$ cat config.mk
export PLATFORM = sky130hd
export DESIGN_NAME = pwm_fade_ctrl
export DESIGN_NICKNAME = d
export VERILOG_FILES = /design/src/rtl/pwm_fade_ctrl.sv
export SDC_FILE = /design/constraint.sdc
export NUM_CORES = 1
export LEC_CHECK = 0
export ABC_AREA = 1
export CAP_MARGIN = 40
export CELL_PAD_IN_SITES_DETAIL_PLACEMENT = 1
export CELL_PAD_IN_SITES_GLOBAL_PLACEMENT = 1
export CORE_UTILIZATION = 36
export CTS_CLUSTER_DIAMETER = 40
export CTS_CLUSTER_SIZE = 24
export DETAILED_ROUTE_END_ITERATION = 12
export GPL_ROUTABILITY_DRIVEN = 0
export PLACE_DENSITY = 0.83
export SLEW_MARGIN = 20
export SYNTH_ARGS = -nofsm -noshare
export SYNTH_HDL_FRONTEND = slang
export SYNTH_SLANG_ARGS = --single-unit
$ cat constraint.sdc
create_clock -name aclk -period 2.05 [get_ports aclk]
set_clock_uncertainty 0.1 [all_clocks]
set_input_delay 0.3075 -clock aclk [delete_from_list [all_inputs] [get_ports aclk]]
set_output_delay 0.3075 -clock aclk [all_outputs]
set_load 0.01 [all_outputs]
$ cat src/rtl/pwm_fade_ctrl.sv
// pwm_fade_ctrl: LED brightness sequencer.
// Takes a target duty code over a valid/ready handshake and ramps the duty
// code one step at a time toward it. Each step waits a programmable number of
// PWM frames. The duty output changes only at frame boundaries, so the PWM
// generator never sees a change in the middle of a period.
module pwm_fade_ctrl #(
  parameter int FRAME_BITS = 3,
  parameter int LEVEL_W    = 2,
  parameter int STEP_W     = 8
) (
  input  logic               aclk,
  input  logic               aresetn,
  input  logic               req_valid,
  output logic               req_ready,
  input  logic [LEVEL_W-1:0] req_level,
  input  logic [STEP_W-1:0]  req_step_frames,
  input  logic               abort,
  input  logic               blank,
  output logic [LEVEL_W-1:0] level_out,
  output logic [LEVEL_W-1:0] cur_level,
  output logic               frame_tick,
  output logic               busy,
  output logic               done
);

  typedef enum logic {
    S_IDLE = 1'b0,
    S_RAMP = 1'b1
  } state_e;

  state_e              state_q,     state_d;
  logic [FRAME_BITS-1:0] frame_cnt_q, frame_cnt_d;
  logic [LEVEL_W-1:0]  cur_level_q, cur_level_d;
  logic [LEVEL_W-1:0]  target_q,    target_d;
  logic [LEVEL_W-1:0]  level_out_q, level_out_d;
  logic [STEP_W-1:0]   dwell_q,     dwell_d;
  logic [STEP_W-1:0]   dwell_cnt_q, dwell_cnt_d;
  logic                done_q,      done_d;

  // The frame counter always runs. Its last count marks the frame boundary.
  assign frame_tick = &frame_cnt_q;
  assign req_ready  = (state_q == S_IDLE);
  assign busy       = (state_q == S_RAMP);
  assign done       = done_q;
  assign cur_level  = cur_level_q;
  assign level_out  = level_out_q;

  // Next-state logic: request accept, dwell counting, stepping, abort and duty update.
  always_comb begin
    // NOTE: every signal assigned here gets a default first. Paths that do not
    // assign a signal then keep its value, and the tool infers no latch.
    state_d     = state_q;
    frame_cnt_d = frame_cnt_q + FRAME_BITS'(1);
    cur_level_d = cur_level_q;
    target_d    = target_q;
    dwell_d     = dwell_q;
    dwell_cnt_d = dwell_cnt_q;
    level_out_d = level_out_q;
    done_d      = 1'b0;

    case (state_q)
      S_IDLE: begin
        // abort has no effect while idle. A request that arrives with it is still accepted.
        if (req_valid) begin
          target_d    = req_level;
          dwell_d     = (req_step_frames == '0) ? STEP_W'(1) : req_step_frames;
          dwell_cnt_d = '0;
          if (req_level == cur_level_q) begin
            done_d = 1'b1;
          end else begin
            state_d = S_RAMP;
          end
        end
      end

      S_RAMP: begin
        if (abort) begin
          // Stop where we are. The target follows the current level, so the state stays consistent.
          state_d     = S_IDLE;
          target_d    = cur_level_q;
          dwell_cnt_d = '0;
        end else if (frame_tick) begin
          if (dwell_cnt_q >= dwell_q - STEP_W'(1)) begin
            dwell_cnt_d = '0;
            // Each step moves one code toward the target. The comparisons keep
            // the level from passing the target, so it cannot wrap past the range ends.
            if (cur_level_q < target_q) begin
              cur_level_d = cur_level_q + LEVEL_W'(1);
            end else if (cur_level_q > target_q) begin
              cur_level_d = cur_level_q - LEVEL_W'(1);
            end
            if (cur_level_d == target_q) begin
              state_d = S_IDLE;
              done_d  = 1'b1;
            end
          end else begin
            dwell_cnt_d = dwell_cnt_q + STEP_W'(1);
          end
        end
      end

      default: state_d = S_IDLE;
    endcase

    // The duty output loads only at the frame boundary. It includes any step taken on the same edge.
    if (frame_tick) begin
      level_out_d = blank ? '0 : cur_level_d;
    end
  end

  // State registers. An asynchronous reset returns everything to dark/idle at once.
  always_ff @(posedge aclk or negedge aresetn) begin
    if (!aresetn) begin
      state_q     <= S_IDLE;
      frame_cnt_q <= '0;
      cur_level_q <= '0;
      target_q    <= '0;
      level_out_q <= '0;
      dwell_q     <= '0;
      dwell_cnt_q <= '0;
      done_q      <= 1'b0;
    end else begin
      // NOTE: non-blocking assignments. Every register samples its _d value
      // from before the edge, whatever the statement order.
      state_q     <= state_d;
      frame_cnt_q <= frame_cnt_d;
      cur_level_q <= cur_level_d;
      target_q    <= target_d;
      level_out_q <= level_out_d;
      dwell_q     <= dwell_d;
      dwell_cnt_q <= dwell_cnt_d;
      done_q      <= done_d;
    end
  end

endmodule

== Yosys cells after proc, flatten, opt, wreduce, memory -nomap -nowiden ==
Cells that the tools add are included.

* Register bits: 27
* Input port bits: 15
* Output and inout port bits: 8
* Logic and storage cells: 61

* Add/sub/neg operators: 5
* $lt $le $gt $ge: 3
* Equal/unequal tests: 5
* Muxes and demuxes: 34
* Bitwise logic cells: 1
* Reductions and logical operators: 5

{| class="wikitable"
|+ Operators with widths
! operator !! count
|-
| 8-bit 2-to-1 mux || 5
|-
| 2-bit 2-to-1 mux || 13
|-
| 8-bit one-hot mux with 2 select lines || 1
|-
| 1-bit 2-to-1 mux || 12
|-
| 8-bit by 1-bit adder with 8-bit output, second input constant || 1
|-
| 8-bit greater-or-equal comparator || 1
|-
| 8-bit zero test || 1
|-
| 8-bit by 1-bit subtractor with 8-bit output, second input constant || 1
|-
| 2-bit AND reduction || 3
|-
| 2-bit == test || 2
|-
| 2-bit != test, second input constant || 2
|-
| 1-bit one-hot mux with 2 select lines || 2
|-
| 2-bit one-hot mux with 2 select lines || 1
|-
| 3-bit by 1-bit adder with 3-bit output, second input constant || 1
|-
| 3-bit != test, second input constant || 1
|-
| 3-bit AND reduction || 1
|-
| 2-bit by 1-bit adder with 2-bit output, second input constant || 1
|-
| 2-bit greater-than comparator || 1
|-
| 2-bit less-than comparator || 1
|-
| 2-bit by 1-bit subtractor with 2-bit output, second input constant || 1
|-
| 1-bit NOT || 1
|}

== Longest topological paths before layout ==
* Depth after elaboration: 13
* Mapped depth: 16
* Gate-level depth less buffers: 16

== Worst setup path after synthesis ==
Ideal clock, no wire load.

* Kind: reg-to-reg
* From: register dwell_q[0]
* To: register state_q, in the netlist busy
* Library setup time: 0.116 ns
* Data arrival time: 2.018 ns
* Slack: -0.184 ns
* Stages on the path, launching flop included: 16
* Path buffers: 0
* Cells stage by stage: dfrtp_1 -> inv_1 -> ha_1 -> nand2_1 -> nor3_1 -> xor2_1 -> inv_1 -> ha_1 -> nand2_1 -> o21a_1 -> nand2_1 -> nand2_1 -> nor2_1 -> nand2_1 -> nand2_1 -> nand2_1

* Cells in the longest elaborated chain, start to end: 6

{| class="wikitable"
|+ RTL lines
! item !! RTL line !! source
|-
| start: declaration || 36 || <nowiki>logic [STEP_W-1:0] dwell_q, dwell_d;</nowiki>
|-
| start signal: assignment || 130 || <nowiki>dwell_q <= dwell_d;</nowiki>
|-
| 8-bit by 1-bit subtractor with 8-bit output || 83 || <nowiki>if (dwell_cnt_q >= dwell_q - STEP_W'(1)) begin</nowiki>
|-
| 8-bit greater-or-equal comparator || 83 ||
|-
| 1-bit 2-to-1 mux || 83 ||
|-
| 1-bit 2-to-1 mux || 82 || <nowiki>end else if (frame_tick) begin</nowiki>
|-
| 1-bit 2-to-1 mux || 77 || <nowiki>if (abort) begin</nowiki>
|-
| 1-bit one-hot mux with 2 select lines || 61 || <nowiki>case (state_q)</nowiki>
|-
| net state_d || 31 || <nowiki>state_e state_q, state_d;</nowiki>
|-
| end signal: assignment || 125 || <nowiki>state_q <= state_d;</nowiki>
|-
| end: declaration || 31 ||
|}

The timed path passes the listed nets, and every way through them passes these cells.
A chain may end at the register's enable or synchronous reset.

== Final worst setup path ==
* From: register dwell_q[1]
* To: register state_q, in the netlist busy

The elaborated chain is that of the path after synthesis.

==> results.ini <==
[clocking]
numClockSinks=27
htreeDepth=1
numCtsBuffers=3
clk_latency_ps=280
path_clk_slew_ps=90
clockRootBuffer=clkbuf_8
clockBufferDepth=2
cts_tree=yes

[logic_synthesis]
synth_commonest_cells=nand2_1, inv_1, dfrtp_1, ha_1
synth-edff-count=0
postSynthCellCount=212
ys_warn_count=0
synthFlopType=dfrtp_1
synth_top_area_share_pct=39.44
ys_ff_latch=27
synth_top_area_cell=dfrtp_1
synthDistinctLibCells=25
synthArstFlopShare_pct=100.0
synth_most_common_cell=nand2_1
synth_seq_area_share_pct=39.44
syn_avg_cell_area_sq_um=8.080
synth_area_leaders=dfrtp_1, nand2_1, ha_1, inv_1, xor2_1
synth_area_sq_um=1713
synth_fp_nets=241

[finish]
final_core_util_pct=51.15
final_cells=306
diodes=0
nNetsFinal=284
multi_input_area_sq_um=1031
syn2layout_area_growth_pct=33.60
register_area_sq_um=675.6
nFillCells=534
drive_above_1_share_pct=21.65

[die]
core_area_sq_um=4474
start_util_pct=38.28
dieWidth_um=70.98
num_rows=24
dieHeight_um=70.98
die-area_sq_um=5038
num_io_pins=23

[global_routing]
grt_pass1_wl_um=7286
grt_start_max_net_pins=28
antenna_found_initial=0
grt_usage_pct=18.44
grt_pass1_vias=1607
overflow=0

[setup_path]
worstSetupPathType=reg -> reg
slowest_stage=dfrtp_1
crit_chain=nor2_2 > nand4_1 > nor3_2 > xnor2_1 > ha_1 > nand2_2 > o21a_4 > nand2_4 > nand2_4 > nor2_4 > nand2_2 > nand2_2 > nand2_1
rrSetupSlack_ps=-230
critical_path.max_stage_delay_ps=440
reg2reg_depth=13
end_kind=register
path_max_fanout=4
crit_family=simple AND/OR/NAND/NOR gates
path_depth=13
worstPathArrival_ps=2350
worstPathBufferInverterCount=0
cp_common_cell=nand2_2
start_kind=register
crit_required_ps=2120

[routing]
ant_nets=0
routedWlPerCell_um=13.57
drc=0
dr.pass1.iters=6
wirelength_um=4151
initialDrtViolationCount=69
vias=1501
viasPerCell=4.905

[timing]
clock.fmax_mhz=438.4
post-route-period-util_pct=111.3
slew_viol_final=0
rsz0062_at_grt=yes
fin_hold_ws_ps=305.7
period_minus_slack_ps=2281
tightest_slew_ps=367.9
hold_viol=0
postLayoutSetupSlackWorst_ps=-230.9
relSlewSlack_pct=75.48
setup_violations=14

[pwr]
power.leakage_nw=1.106
powerDensity_nw_per_um2=738.1
peakVddDrop_mv=0.5260

[placement]
hpwlAfterDp_um=3134
dp.cells=298
io_buffers=22

[outcome]
outcome=complete, but fails checks
failed_checks=negative setup slack

[min_path]
hp-class=in -> async

[run]
drv_cap=0

## per-stage QoR
| step | TNS, ps | power [W] | setup WS (ps) | area [sq um] |
|---|---|---|---|---|
| floorplan | -91.07 | 0.001065 | -75.48 | 1740 |
| finish | -2726 | 0.001689 | -230.9 | 2288 |
| CTS | -2914 | 0.001659 | -239.1 | 2205 |
| detailed placement | -2453 | 0.001326 | -257.2 | 2118 |
| global placement | -1007 | 0.001288 | -95.76 | 2118 |
| global route | -5290 | 0.001827 | -418.3 | 2288 |
## final timing paths
kind	start	endpoint
worst max-delay path	dwell_q[1]	busy
worst min-delay path	aresetn	dwell_cnt_q[3]
worst max register to register	dwell_q[1]	busy
worst min register to register	frame_cnt_q[0]	frame_cnt_q[0]
max in group asynchronous	aresetn	dwell_q[7]
min in group aclk	frame_cnt_q[0]	frame_cnt_q[0]
## cell type report
class | count | area share [%]
Clock inverter | 1 | 0.2187
Clock buffer | 3 | 1.804
Multi-Input combinational cell | 153 | 45.05
Inverter | 31 | 5.194
Tap cell | 52 | 2.843
Sequential cell | 27 | 29.52
Timing Repair Buffer | 39 | 15.36
## flip-flops by register name, indices dropped and copies added, names as in the netlist
| register | flops |
|---|---|
| done | 1 |
| dwell_q | 8 |
| busy | 1 |
| cur_level | 2 |
| level_out | 2 |
| target_q | 2 |
| frame_cnt_q | 3 |
| dwell_cnt_q | 8 |
## logic make-up (layout without fill, tap and decap cells)
group | after synthesis | in the layout | synth area share, %
and+or+nand+nor | 105 | 105 | 27.54
adders and majority gates | 14 | 14 | 10.23
AOI/OAI and AO/OA | 20 | 20 | 8.400
xor gates and xnor gates | 14 | 14 | 7.159
DFF | 27 | 27 | 39.44
buffers and inverters | 32 | 74 | 7.231
## cell usage in the layout, fill, tap and decap left out, types with 2 or more instances in the layout
cell | Yosys | final
xnor2_1 | 5 | 5
o21ai_0 | 6 | 6
nor3_4 | 1 | 2
o22ai_2 | 0 | 2
o211ai_1 | 2 | 2
clkbuf_8 | 0 | 3
nand4_1 | 4 | 4
nand3_1 | 12 | 12
and2_1 | 2 | 2
nand2_4 | 2 | 4
nand2_2 | 0 | 5
dfrtp_1 | 27 | 27
nor2_1 | 12 | 9
inv_2 | 1 | 3
o21ai_2 | 6 | 6
inv_1 | 29 | 27
nor2_2 | 0 | 2
xor2_1 | 9 | 9
nand2_1 | 67 | 60
ha_4 | 0 | 3
clkdlybuf4s50_1 | 0 | 22
buf_4 | 0 | 16
ha_1 | 14 | 11
## metal layers
metal  vias up  GRT usage, %  wire length, um
li1        757             -                -
met1       710         23.15             1851
met4         0         6.889               83
met5         -             0                0
met2        26         31.94             2109
met3         8         2.991              107
## where the power goes
| part | internal, W | switching, W | total (W) |
|---|---|---|---|
| Sequential | 0.000596 | 0.0000743 | 0.000670 |
| Clock | 0.000137 | 0.000170 | 0.000307 |
| Combinational | 0.000310 | 0.000402 | 0.000712 |
| Total | 0.00104 | 0.000646 | 0.00169 |
## timing repair
item                                    4_1_cts  5_1_grt
hold buffers                                  0        0
endpoints found under the setup margin       15       15
resized for setup                             6       14
pin swaps                                    10       14
buffers inserted                              1        3
Power figures use the tool's default switching activity.
==> RTL change 1: new RTL, same flow settings <==
The parameter `LEVEL_W` goes from 2 to 4.
--- a/src/rtl/pwm_fade_ctrl.sv
+++ b/src/rtl/pwm_fade_ctrl.sv
@@ -7,3 +7,3 @@
   parameter int FRAME_BITS = 3,
-  parameter int LEVEL_W    = 2,
+  parameter int LEVEL_W    = 4,
   parameter int STEP_W     = 8
Ports: changed (resized cur_level, level_out and req_level); port bits go from 23 to 29. No check against the original RTL was run, so the function may have changed too.
==> RTL change 1 against the original RTL <==
- the run still ends with negative setup slack left
- critical path depth stayed put
- total power is 44% higher
- core utilization is 0.68 points higher
- non-clock buffer count is 13 higher
- count of clock-buffer cells in the layout is 4 higher
- routed wire length is 53% higher
- design area is 27% higher
- sequential cell count is 6 higher
- synthesized area is 24% higher
- first-iteration DRC count is 100% higher
- worst hold slack better by 0.016 ns
- setup slack worse by 0.19 ns
- critical endpoint is now level_out[2]$_DFFE_PN0P_
- largest power group unchanged
- highest routed layer unchanged
==> RTL change 1: results (changes against the original RTL) <==
REG2REG_TO='level_out[2]$_DFFE_PN0P_'  # was busy$_DFF_PN0_
GRT_UTIL_MET3_PCT=4.598  # was 2.991%
GR-USAGE-ALL-LAYERS_PCT=22.00  # was 18.44%
PLACEDCELLCOUNT=383  # was 298
POWER.CLOCK.TOTAL_uW=552  # was 307 µW
DETAILEDROUTE.FIRSTPASSITERATIONCOUNT=4  # was 6
SYNTH.YOSYS.SEQ_AREA_SHARE_PCT=38.80  # was 39.44%
NUMCTSBUFFERS=5  # was 3
FIN_TNS_SETUP_NS=-6.697  # was -2.726 ns
PLACE.PORT_BUFFERS=28  # was 22
P_LEAK_nW=1.361  # was 1.106 nW
STATUS='finished with violations'  # unchanged
SYNTH_TOP_CELLS_BY_AREA='sky130_fd_sc_hd__dfrtp_1 (39%), sky130_fd_sc_hd__nand2_1 (13%), sky130_fd_sc_hd__ha_1 (11%), sky130_fd_sc_hd__inv_1 (6.7%), sky130_fd_sc_hd__xor2_1 (4.5%)'  # was sky130_fd_sc_hd__dfrtp_1 (39%), sky130_fd_sc_hd__nand2_1 (15%), sky130_fd_sc_hd__ha_1 (10%), sky130_fd_sc_hd__inv_1 (6.4%), sky130_fd_sc_hd__xor2_1 (4.6%)
POST_SYNTH_FA_HA_MAJ_AREA_FRACTION_PCT=10.58  # was 10.23%
NETS=359  # was 284
POST_ROUTE_WORST_HOLD_SLACK_NS=0.3221  # was 0.3057 ns
POST-CTS-SETUP-BUFFER-COUNT=4  # was 1
FINAL_LAYOUT_SIZE_SUFFIX_GT1_SHARE_PCT=23.69  # was 21.65%
CRITPATHMAXFANOUT=6  # was 4
SYN_INST=268  # was 212
AREA_SHARE_OF_XOR_XNOR_CELLS_IN_THE_SYNTHESIZED_DESIGN_PCT=6.173  # was 7.159%
COMBPWRFRAC_PCT=44.4  # was 42.2%
FINALWORSTSETUPSLACK_NS=-0.4217  # was -0.2309 ns
SYNTH_NETS=303  # was 241
PEAKVDDDROP_mV=0.3270  # was 0.5260 mV
FAILED_CHECKS='negative setup slack'  # unchanged
LARGEST_STAGE_DELAY_WORST_PATH_NS=0.42  # was 0.44 ns
DPL_CELL_AREA_UM2=2664  # was 2118 µm²
REPORT.FINAL.SETUP_VIOL=18  # was 14
SYNTH_COMPOUND_AREA_SHARE_PCT=10.35  # was 8.400%
WORSTMARGINPINSLEW_NS=0.5187  # was 0.3679 ns
PLACE_WS_NS=-0.3014  # was -0.2572 ns
GRT_START_MAX_NET_PINS=34  # was 28
GRT.MET1_USAGE_PCT=27.09  # was 23.15%
POST-DP-HPWL_UM=4300  # was 3134 µm
RTL change 1: cell types whose count changed in the layout (fill, tap and decap cells not counted), moves of 5 or more:
cell / before / now
sky130_fd_sc_hd__o21ai_1: 0 / 6
sky130_fd_sc_hd__buf_4: 16 / 23
sky130_fd_sc_hd__inv_1: 27 / 36
sky130_fd_sc_hd__clkdlybuf4s50_1: 22 / 28
sky130_fd_sc_hd__nand2_2: 5 / 10
sky130_fd_sc_hd__dfrtp_1: 27 / 33
RTL change 1: final cells by class:
type,instances,area (µm²)
Timing Repair Buffer,52,464.2
Clock inverter,1,5.005
Clock buffer,7,96.34
Tap cell,72,90.09
Sequential cell,33,825.8
Inverter,44,167.7
Fill cell,682,2701
Multi-Input combinational cell,188,1257
RTL change 1: routing by layer:
metal  up-vias  routed length (µm)
li1        971                   -
met3        13                 282
met2        57                3173
met5         -                   0
met4         0                 163
met1       986                2717
==> RTL change 2: new RTL, same settings <==
Without the edit above. Put one more register stage on the output `level_out`, with the module's reset. The value now appears one clock later. The other outputs are not delayed to match.
--- a/src/rtl/pwm_fade_ctrl.sv
+++ b/src/rtl/pwm_fade_ctrl.sv
@@ -45,3 +45,9 @@
   assign cur_level  = cur_level_q;
-  assign level_out  = level_out_q;
+  always_ff @(posedge aclk or negedge aresetn) begin
+    if (!aresetn) begin
+      level_out <= '0;
+    end else begin
+      level_out <= level_out_q;
+    end
+  end
 
Behaviour: not the same (a bounded check fails within 10 cycles, from zero or initial values and one cycle with aresetn low).
==> RTL change 2 against the original RTL <==
- the flow still finishes with violations (negative setup slack)
- routed wire length rose by 2.2%
- design area rose by 6.1%
- synthesized cell count rose by 3.8%
- setup slack got worse by 0.014 ns
- final cell count rose by 7.2%
- critical path depth fell by 2
- synthesized area rose by 3.1%
- total power rose by 12%
- die area rose by 3.1%
- combinational power barely moved
- sequential cell count rose by 2
==> RTL change 2: results (changes against the original RTL) <==
LARGEST_STAGE_DELAY_WORST_PATH_NS=0.40  # was 0.44 ns
POWER.CLOCK.TOTAL_uW=473  # was 307 µW
SYN_AVG_CELL_AREA_UM2=8.030  # was 8.080 µm²
FIRST_GLOBAL_VIAS=1513  # was 1,607
PWR.GROUP.SEQUENTIAL_uW=711  # was 670 µW
FINALWORSTSETUPSLACK_NS=-0.2451  # was -0.2309 ns
PEAKVDDDROP_mV=0.4285  # was 0.5260 mV
POST-DP-HPWL_UM=3019  # was 3134 µm
SYNTHDISTINCTLIBCELLS=30  # was 25
FIRST_PASS_GRT_WIRE_LENGTH_UM=6913  # was 7286 µm
SYNTH_TOP_CELLS_BY_AREA='sky130_fd_sc_hd__dfrtp_1 (41%), sky130_fd_sc_hd__nand2_1 (14%), sky130_fd_sc_hd__ha_1 (9.9%), sky130_fd_sc_hd__inv_1 (6.2%), sky130_fd_sc_hd__nand3_1 (3.7%)'  # was sky130_fd_sc_hd__dfrtp_1 (39%), sky130_fd_sc_hd__nand2_1 (15%), sky130_fd_sc_hd__ha_1 (10%), sky130_fd_sc_hd__inv_1 (6.4%), sky130_fd_sc_hd__xor2_1 (4.6%)
P_LEAK_nW=1.166  # was 1.106 nW
NUMCTSBUFFERS=5  # was 3
SYNTH.CELLS.MOST_FREQUENT='sky130_fd_sc_hd__nand2_1 (68), sky130_fd_sc_hd__dfrtp_1 (29), sky130_fd_sc_hd__inv_1 (29)'  # was sky130_fd_sc_hd__nand2_1 (67), sky130_fd_sc_hd__inv_1 (29), sky130_fd_sc_hd__dfrtp_1 (27)
MAXSLEWHEADROOM_PCT=74.87  # was 75.48%
DRT_WL_TOTAL_UM=4241  # was 4151 µm
FIN_TNS_SETUP_NS=-2.518  # was -2.726 ns
GR-USAGE-ALL-LAYERS_PCT=17.83  # was 18.44%
CLK_PIN_SLEW_WORST_PATHS_NS=0.06  # was 0.09 ns
P_SEQ_SHARE_PCT=37.5  # was 39.7%
PLACE.PORT_BUFFERS=22  # unchanged
REPORT.FINAL.SETUP_VIOL=14  # unchanged
DPL_CELL_AREA_UM2=2147  # was 2118 µm²
ROUTE.DETAILED.VIAS_PER_INST=4.716  # was 4.905
SYNTH.YOSYS.SEQ_AREA_SHARE_PCT=41.08  # was 39.44%
FINAL_LAYOUT_SIZE_SUFFIX_GT1_SHARE_PCT=23.37  # was 21.65%
POWER.SWITCHING_FRACTION_PCT=36.14  # was 38.28%
SYNTH_NETS=249  # was 241
INSTANCES_NO_FILL=328  # was 306
DETAILEDROUTE.FIRSTPASSITERATIONCOUNT=4  # was 6
FAILED_CHECKS='negative setup slack'  # unchanged
PLACEDCELLCOUNT=316  # was 298
STATUS='finished with violations'  # unchanged
FILL_CELLS=548  # was 534
==> RTL change 2: routing by layer <==
layer  wire length [µm]  global-route usage [%]  vias up
li1                   -                       -      774
met1               1932                   21.96      737
met2               2047                   28.72       26
met3                143                   5.278       10
met4                119                   8.497        0
met5                  0                       0        -
==> RTL change 2: path summary, 6_finish.rpt <==
path                                            start                    endpoint  slack, ns  cells past startpoint
setup / recovery               dwell_q[2]$_DFFE_PN0P_      cur_level[1]$_DFF_PN0_      -0.25                     11
hold / removal             level_out_q[0]$_DFFE_PN0P_      level_out[0]$_DFF_PN0_       0.28                      0
setup reg to reg               dwell_q[2]$_DFFE_PN0P_      cur_level[1]$_DFF_PN0_      -0.25                     11
hold reg to reg            level_out_q[0]$_DFFE_PN0P_      level_out[0]$_DFF_PN0_       0.28                      0
max in group asynchronous                     aresetn      cur_level[1]$_DFF_PN0_       1.26                      2
min in group asynchronous                     aresetn  dwell_cnt_q[2]$_DFFE_PN0P_       0.32                      2
==> RTL change 2: cells by family (layout without fill, tap and decap cells) <==
logic type / after synthesis / after routing / synth area share, %
and+or+nand+nor: 111 / 111 / 28.05
buffers and inverters: 35 / 76 / 8.144
DFF: 29 / 29 / 41.08
AOI/OAI and AO/OA: 19 / 19 / 6.870
adders and majority gates: 14 / 14 / 9.915
xor gates and xnor gates: 12 / 12 / 5.949
==> RTL change 2: what timing repair did <==
item,4_1_cts,5_1_grt
pin swaps,8,13
buffers inserted,1,4
setup endpoints to repair,15,15
gates resized for setup,9,28
==> RTL change 2: area by class of cell <==
class,count,area [µm²],area share [%]
multi-input cells,156,1070,44.07
flip-flops and latches,29,725.7,29.90
repair buffers,36,332.8,13.71
inverters,33,128.9,5.309
clock buffers,7,86.33,3.557
well taps,67,83.83,3.454
